`config.mk`:
```
export PLATFORM = sky130hd
export DESIGN_NAME = uart_tx_arbiter_flat
export DESIGN_NICKNAME = d
export VERILOG_FILES = /design/src/rtl/uart_tx_arbiter_pkg.sv /design/src/rtl/uart_tx_arbiter_if.sv /design/src/rtl/uart_rr_arbiter.sv /design/src/rtl/uart_tx_arbiter.sv /design/src/flat_wrapper.sv
export SDC_FILE = /design/constraint.sdc
export NUM_CORES = 1
export LEC_CHECK = 0
export CORE_ASPECT_RATIO = 1.4
export CORE_MARGIN = 3
export CORE_UTILIZATION = 40
export CTS_CLUSTER_SIZE = 16
export DETAILED_ROUTE_END_ITERATION = 16
export PLACE_DENSITY_LB_ADDON = 0.3
export SETUP_SLACK_MARGIN = 0.5
export SYNTH_ARGS = -nofsm -noshare
export SYNTH_HDL_FRONTEND = slang
export SYNTH_SLANG_ARGS = --single-unit
```
`constraint.sdc`:
```
create_clock -name clk -period 2.05 [get_ports clk]
set_input_delay 0.205 -clock clk [delete_from_list [all_inputs] [get_ports clk]]
set_output_delay 0.205 -clock clk [all_outputs]
set_load 0.005 [all_outputs]
```
`src/rtl/uart_tx_arbiter_pkg.sv`:
```
// Shared UART type package (uart_types).
// Holds the arbiter FSM state encoding and the requester-count ceiling used
// by uart_tx_arbiter and uart_rr_arbiter. No ports.

package uart_types;

  localparam int UART_ARB_MAX_REQ = 8;

  typedef enum logic [2:0] {
    IDLE  = 3'd0,
    HOLD  = 3'd1,
    START = 3'd2,
    ACK   = 3'd3,
    DONE  = 3'd4
  } uart_arb_state_t;

endpackage

```
`src/rtl/uart_tx_arbiter_if.sv`:
```
// Bus bundle between the byte-stream requesters / UART transmitter and the
// packet arbiter.
//   req_valid/req_data/req_last/req_ready : per-requester byte handshake
//   tx_start/tx_data/tx_busy              : transmitter handshake
//   grant_id/arb_busy/pkt_abort           : arbiter status
// Modports: slave = arbiter side, master = requesters + transmitter side.

interface uart_tx_arbiter_if #(
  parameter int NUM_REQ = 2
);
  localparam int GW = $clog2(NUM_REQ);

  logic [NUM_REQ-1:0]   req_valid;
  logic [NUM_REQ*8-1:0] req_data;
  logic [NUM_REQ-1:0]   req_last;
  logic [NUM_REQ-1:0]   req_ready;
  logic                 tx_start;
  logic [7:0]           tx_data;
  logic                 tx_busy;
  logic [GW-1:0]        grant_id;
  logic                 arb_busy;
  logic                 pkt_abort;

  modport slave (
    input  req_valid, req_data, req_last, tx_busy,
    output req_ready, tx_start, tx_data, grant_id, arb_busy, pkt_abort
  );

  modport master (
    output req_valid, req_data, req_last, tx_busy,
    input  req_ready, tx_start, tx_data, grant_id, arb_busy, pkt_abort
  );

endinterface

```
`src/rtl/uart_rr_arbiter.sv`:
```
// Combinational round-robin pick.
//   valid       : request vector
//   rr_ptr      : highest-priority index for this round
//   grant_oh    : one-hot winner (all zero when nothing is valid)
//   grant_idx   : binary winner index (0 when nothing is valid)
//   grant_valid : some requester won

module uart_rr_arbiter
  import uart_types::*;
#(
  parameter int NUM_REQ = 2
) (
  input  logic [NUM_REQ-1:0]         valid,
  input  logic [$clog2(NUM_REQ)-1:0] rr_ptr,
  output logic [NUM_REQ-1:0]         grant_oh,
  output logic [$clog2(NUM_REQ)-1:0] grant_idx,
  output logic                       grant_valid
);
  localparam int GW = $clog2(NUM_REQ);

  if (NUM_REQ < 2 || NUM_REQ > UART_ARB_MAX_REQ) begin : g_bad_num_req
    $error("uart_rr_arbiter: NUM_REQ out of range 2..%0d", UART_ARB_MAX_REQ);
  end

  int idx;

  // Walk upward from rr_ptr with wrap; the first valid index wins.
  always_comb begin
    grant_oh    = '0;
    grant_idx   = '0;
    grant_valid = 1'b0;
    idx         = 0;
    for (int i = 0; i < NUM_REQ; i++) begin
      idx = int'(rr_ptr) + i;
      if (idx >= NUM_REQ) idx = idx - NUM_REQ;
      if (!grant_valid && valid[idx]) begin
        grant_valid   = 1'b1;
        grant_oh[idx] = 1'b1;
        grant_idx     = GW'(idx);
      end
    end
  end

endmodule

```
`src/rtl/uart_tx_arbiter.sv`:
```
// Packet-level round-robin arbiter sharing one UART transmitter among
// NUM_REQ byte-stream requesters. A grant stays locked until the granted
// requester's last byte has left the transmitter, so packets never interleave.
//
// Ports: clk, rst (synchronous, active-high), bus (uart_tx_arbiter_if.slave).
// Parameters: NUM_REQ (2..8), TIMEOUT_CYCLES (mid-packet idle limit).
// Build option: define UART_TX_ARB_TIMEOUT_EN to abort a locked packet whose
// requester stays silent for TIMEOUT_CYCLES HOLD cycles; otherwise HOLD waits
// forever and pkt_abort is constant 0.
//
// state | meaning
// IDLE  | arbitrate among valid requesters (transmitter idle)
// HOLD  | locked mid-packet, waiting for grantee's next byte
// START | drive tx_start for one cycle
// ACK   | wait for tx_busy to rise
// DONE  | wait for tx_busy to fall

module uart_tx_arbiter
  import uart_types::*;
#(
  parameter int NUM_REQ        = 2,
  parameter int TIMEOUT_CYCLES = 1024
) (
  input logic              clk,
  input logic              rst,
  uart_tx_arbiter_if.slave bus
);
  localparam int            GW       = $clog2(NUM_REQ);
  localparam logic [GW-1:0] LAST_IDX = GW'(NUM_REQ - 1);

  uart_arb_state_t    state, next_state;
  logic [GW-1:0]      rr_ptr, grant_id_q, arb_idx, xfer_idx, next_ptr;
  logic [NUM_REQ-1:0] arb_oh, ready;
  logic               arb_any, xfer, abort, release_grant;
  logic               last_q, busy_q, timed_out;
  logic [7:0]         tx_data_q;

  uart_rr_arbiter #(.NUM_REQ(NUM_REQ)) u_rr (
    .valid       (bus.req_valid),
    .rr_ptr      (rr_ptr),
    .grant_oh    (arb_oh),
    .grant_idx   (arb_idx),
    .grant_valid (arb_any)
  );

  assign next_ptr      = (grant_id_q == LAST_IDX) ? '0 : grant_id_q + 1'b1;
  assign xfer_idx      = (state == IDLE) ? arb_idx : grant_id_q;
  assign release_grant = ((state == DONE) && !bus.tx_busy && last_q) || abort;

  // IDLE gates arbitration on last cycle's tx_busy, which keeps tx_busy out
  // of the combinational req_ready cone while still holding off a
  // transmitter that is busy after reset.
  always_ff @(posedge clk) begin
    busy_q <= bus.tx_busy;
  end

`ifdef UART_TX_ARB_TIMEOUT_EN
  localparam int            CW       = $clog2(TIMEOUT_CYCLES + 1);
  localparam logic [CW-1:0] TO_LIMIT = CW'(TIMEOUT_CYCLES);

  logic [CW-1:0] idle_cnt;

  // Held at zero outside HOLD, so it is already clear on HOLD entry.
  always_ff @(posedge clk) begin
    if (rst || state != HOLD) begin
      idle_cnt <= '0;
    end else if (!xfer && !timed_out) begin
      idle_cnt <= idle_cnt + 1'b1;
    end
  end

  assign timed_out = (idle_cnt == TO_LIMIT);
`else
  assign timed_out = 1'b0;
`endif

  always_comb begin
    next_state = state;
    ready      = '0;
    xfer       = 1'b0;
    abort      = 1'b0;
    case (state)
      IDLE: begin
        if (!rst && !busy_q && arb_any) begin
          ready      = arb_oh;
          xfer       = 1'b1;
          next_state = START;
        end
      end
      HOLD: begin
        ready[grant_id_q] = bus.req_valid[grant_id_q];
        if (bus.req_valid[grant_id_q]) begin
          xfer       = 1'b1;
          next_state = START;
        end else if (timed_out) begin
          abort      = 1'b1;
          next_state = IDLE;
        end
      end
      START: next_state = ACK;
      ACK:   if (bus.tx_busy) next_state = DONE;
      DONE:  if (!bus.tx_busy) next_state = last_q ? IDLE : HOLD;
      default: next_state = IDLE;
    endcase
  end

  always_ff @(posedge clk) begin
    if (rst) begin
      state      <= IDLE;
      rr_ptr     <= '0;
      grant_id_q <= '0;
      tx_data_q  <= '0;
      last_q     <= 1'b0;
    end else begin
      state <= next_state;
      if (xfer) begin
        tx_data_q  <= bus.req_data[8*int'(xfer_idx) +: 8];
        last_q     <= bus.req_last[xfer_idx];
        grant_id_q <= xfer_idx;
      end
      if (release_grant) rr_ptr <= next_ptr;
    end
  end

  assign bus.req_ready = ready;
  assign bus.tx_start  = (state == START);
  assign bus.tx_data   = tx_data_q;
  assign bus.grant_id  = grant_id_q;
  assign bus.arb_busy  = (state != IDLE);
  assign bus.pkt_abort = abort;

endmodule
```
`src/flat_wrapper.sv`:
```
// flat-port wrapper written by rule: the top's interface ports become plain ports
module uart_tx_arbiter_flat import uart_types::*;
#(
  parameter int NUM_REQ        = 2,
  parameter int TIMEOUT_CYCLES = 1024
)
  (clk, rst, bus_req_valid, bus_req_data, bus_req_last, bus_tx_busy, bus_req_ready, bus_tx_start, bus_tx_data, bus_grant_id, bus_arb_busy, bus_pkt_abort);
  uart_tx_arbiter_if #(.NUM_REQ(NUM_REQ)) bus_i ();
  input logic clk;
  input logic rst;
  input wire logic [$bits(bus_i.req_valid)-1:0] bus_req_valid;
  input wire logic [$bits(bus_i.req_data)-1:0] bus_req_data;
  input wire logic [$bits(bus_i.req_last)-1:0] bus_req_last;
  input wire logic [$bits(bus_i.tx_busy)-1:0] bus_tx_busy;
  output wire logic [$bits(bus_i.req_ready)-1:0] bus_req_ready;
  output wire logic [$bits(bus_i.tx_start)-1:0] bus_tx_start;
  output wire logic [$bits(bus_i.tx_data)-1:0] bus_tx_data;
  output wire logic [$bits(bus_i.grant_id)-1:0] bus_grant_id;
  output wire logic [$bits(bus_i.arb_busy)-1:0] bus_arb_busy;
  output wire logic [$bits(bus_i.pkt_abort)-1:0] bus_pkt_abort;
  assign bus_i.req_valid = bus_req_valid;
  assign bus_i.req_data = bus_req_data;
  assign bus_i.req_last = bus_req_last;
  assign bus_i.tx_busy = bus_tx_busy;
  assign bus_req_ready = bus_i.req_ready;
  assign bus_tx_start = bus_i.tx_start;
  assign bus_tx_data = bus_i.tx_data;
  assign bus_grant_id = bus_i.grant_id;
  assign bus_arb_busy = bus_i.arb_busy;
  assign bus_pkt_abort = bus_i.pkt_abort;
  uart_tx_arbiter #(.NUM_REQ(NUM_REQ), .TIMEOUT_CYCLES(TIMEOUT_CYCLES)) u_core (.clk(clk), .rst(rst), .bus(bus_i));
endmodule
```
==> impl_metrics.env <==
export IMPL_pin_count=37
export IMPL_gp_congestion=0.826
export IMPL_post_place_ws_ns=-0.117
export IMPL_avgSynthCellArea_sq_um=9.13
export IMPL_min_period_over_period_pct=84.1
export IMPL_required_ns=1.85
export IMPL_clock_sinks=15
export IMPL_cts_htree_levels=1
export IMPL_synth_edff_count=0
export IMPL_port_buffers=35
export IMPL_area_delta_synth_final_pct=74.7
export IMPL_rows=18
export IMPL_cts_made_buffers=3
export IMPL_max_freq_ghz=0.580
export IMPL_async_reset_ff_share_pct=0
export IMPL_drcViolationCount=0
export IMPL_vias=894
export IMPL_final_setup_worst_slack_ns=0.326
export IMPL_drt_wl_total_um=2580
export IMPL_hold_class="in2reg"
export IMPL_syn_nets=113
export IMPL_cp_end_kind="output pin"
export IMPL_layout_nets=166
export IMPL_cts_hold_buf=0
export IMPL_die_area_sq_mm=0.00264
export IMPL_grt_max_degree=19
export IMPL_syn_area_sq_um=822
export IMPL_maxCapViolCount=0
export IMPL_arrival_ns=1.52
export IMPL_core_area_sq_mm=0.00185
export IMPL_dr_pass1_iters=4
export IMPL_ys_warnings_count=0
export IMPL_clock_root_buffer="clkbuf_4"
export IMPL_place_detailed_hpwl_um=1580
export IMPL_grt_setup_unrepaired="true"
export IMPL_criticalPathCategory="reg2out"
export IMPL_grt_first_pass_wirelength_um=3620
export IMPL_status="finished, final reports clean"
export IMPL_fin_skew_ns=0.00917
export IMPL_n_antenna_cell=0
export IMPL_fin_crit_ns=1.72
export IMPL_path_clk_slew_ns=0.09
export IMPL_start_util_pct=44.5
export IMPL_grt_pass1_vias=908
export IMPL_grtUsageTotal_pct=18.2
export IMPL_synthCells=90
export IMPL_routedWlPerCell_um=15.9
export IMPL_timing_hold_violations_final=0
export IMPL_tritoncts="yes"
export IMPL_hold_slack_ns=0.491
export IMPL_slew_violations=0
export IMPL_fillers=136
export IMPL_leakage_nw=0.594
export IMPL_die_height_um=59.6
export IMPL_p_per_area_mw_per_mm2=662
export IMPL_finalSetupViolations=0
export IMPL_start_kind="flop"
export IMPL_synth_seq_area_share_pct=36.5
export IMPL_cp_max_fo=4
export IMPL_drt_initial_drc_count=23
export IMPL_antenna_found_initial=0
export IMPL_max_vdd_ir_drop_uv=455
export IMPL_insertion_delay_ns=0.30
export IMPL_ant_nets=0
export IMPL_synth_distinct_cells=31
export IMPL_drive_gt1_share_pct=32.4
export IMPL_cts_buffer_depth=2
export IMPL_routed_via_density=5.52
export IMPL_chipWidth_um=44.3
export IMPL_overflow=0
export IMPL_synth_main_ff_cell="dfxtp_1"
export IMPL_ys_ff_latch=15
[worst paths after layout]
path                                               to  depth (start not counted)                  start  slack [ns]
worst max-delay path                 bus_req_ready[1]                          7        u_core.state[1]        0.33
worst min-delay path                    u_core.busy_q                          1            bus_tx_busy        0.49
worst max register to register          u_core.last_q                          6        u_core.state[0]        0.35
worst min register to register  u_core.bus.tx_data[6]                          2  u_core.bus.tx_data[6]        0.50
[registers in the layout, indices dropped and copies added, names as in the netlist]
name / flops
u_core.rr_ptr: 1
u_core.last_q: 1
u_core.state: 3
u_core.bus.tx_data: 8
u_core.bus.grant_id: 1
u_core.busy_q: 1
[routing by layer]
metal	GRT usage, %	wire (um)	vias up	part of all wire, %
li1	-	-	427	-
met1	18.9	912	413	35
met2	34.2	1430	42	56
met3	2.13	140	12	5.4
met4	9.91	88	0	3.4
met5	0	0	-	0
[Yosys cell counts, types with 2 or more instances]
cell | count | area [sq um]
nor2b_1 | 2 | 12.5
buf_6 | 2 | 22.5
dfxtp_1 | 15 | 300
a21oi_1 | 4 | 20.0
nor2_1 | 13 | 48.8
o21ai_0 | 2 | 10.0
nand2b_1 | 4 | 25.0
nor3b_1 | 2 | 15.0
mux2i_1 | 10 | 100
buf_4 | 2 | 15.0
a211oi_1 | 8 | 60.1
a31oi_1 | 2 | 12.5
nand2_1 | 6 | 22.5
[critical path: stages, from the launching register on]
cell     delay (ns)
dfxtp_4        0.37
nor3_4         0.20
inv_2          0.07
nor3_4         0.21
buf_6          0.13
nand3_4        0.07
o21ai_2        0.06
buf_2          0.12
[cell usage in the layout, fill, tap and decap left out, types with 2 or more instances in the layout]
cell / count
a211oi_1: 5
a211oi_2: 4
a21oi_1: 4
a31oi_1: 2
buf_2: 2
buf_4: 12
buf_6: 3
clkbuf_16: 2
clkbuf_4: 3
clkdlybuf4s50_1: 31
dfxtp_1: 11
dfxtp_2: 2
dfxtp_4: 2
dlygate4sd2_1: 2
mux2i_1: 9
nand2_1: 6
nand2b_1: 3
nor2_1: 12
nor2_2: 2
nor2b_1: 2
nor3_4: 2
nor3b_1: 2
[where the power goes]
group          switching [mW]  internal, mW
clock network           0.105        0.0728
registers              0.0247         0.325
logic                   0.173         0.250
total                   0.303         0.648
[layout make-up]
| cell class | count | area, sq um | area share [%] |
|---|---|---|---|
| multi-input cells | 68 | 534 | 37.2 |
| clock inverters | 1 | 5.00 | 0.348 |
| clock buffers | 3 | 22.5 | 1.57 |
| inverters | 2 | 7.51 | 0.523 |
| well taps | 20 | 25.0 | 1.74 |
| repair buffers | 53 | 532 | 37.0 |
| flip-flops and latches | 15 | 310 | 21.6 |
[stage by stage]
step                      TNS [ns]  power, mW  instance area, sq um  instances  utilization, %
final                            0      0.951                  1440        162            77.8
after global routing             0       1.00                  1440        162            77.8
after CTS                        0      0.864                  1310        157            70.9
after detailed placement    -0.229      0.670                  1220        147            66.1
after global placement      -0.186      0.660                  1220        147            66.1
after floorplan                  0      0.520                   822         90               -
[cell families after synthesis]
| group | share of synthesized area, % |
|---|---|
| AND/OR/NAND/NOR | 21.8 |
| flip-flops | 36.5 |
| AO/OA/AOI/OAI | 21.8 |
| other | 0.456 |
| buffers and inverters | 5.93 |
| multiplexers | 13.5 |
[repair_timing]
item                                    4_1_cts  5_1_grt
endpoints found under the setup margin       13       14
pin swaps                                     4       10
setup buffers                                 6        2
endpoints found under the hold margin         0        0
cloned                                        0        3
gates resized for setup                      20       12
Power figures use the tool's default switching activity.
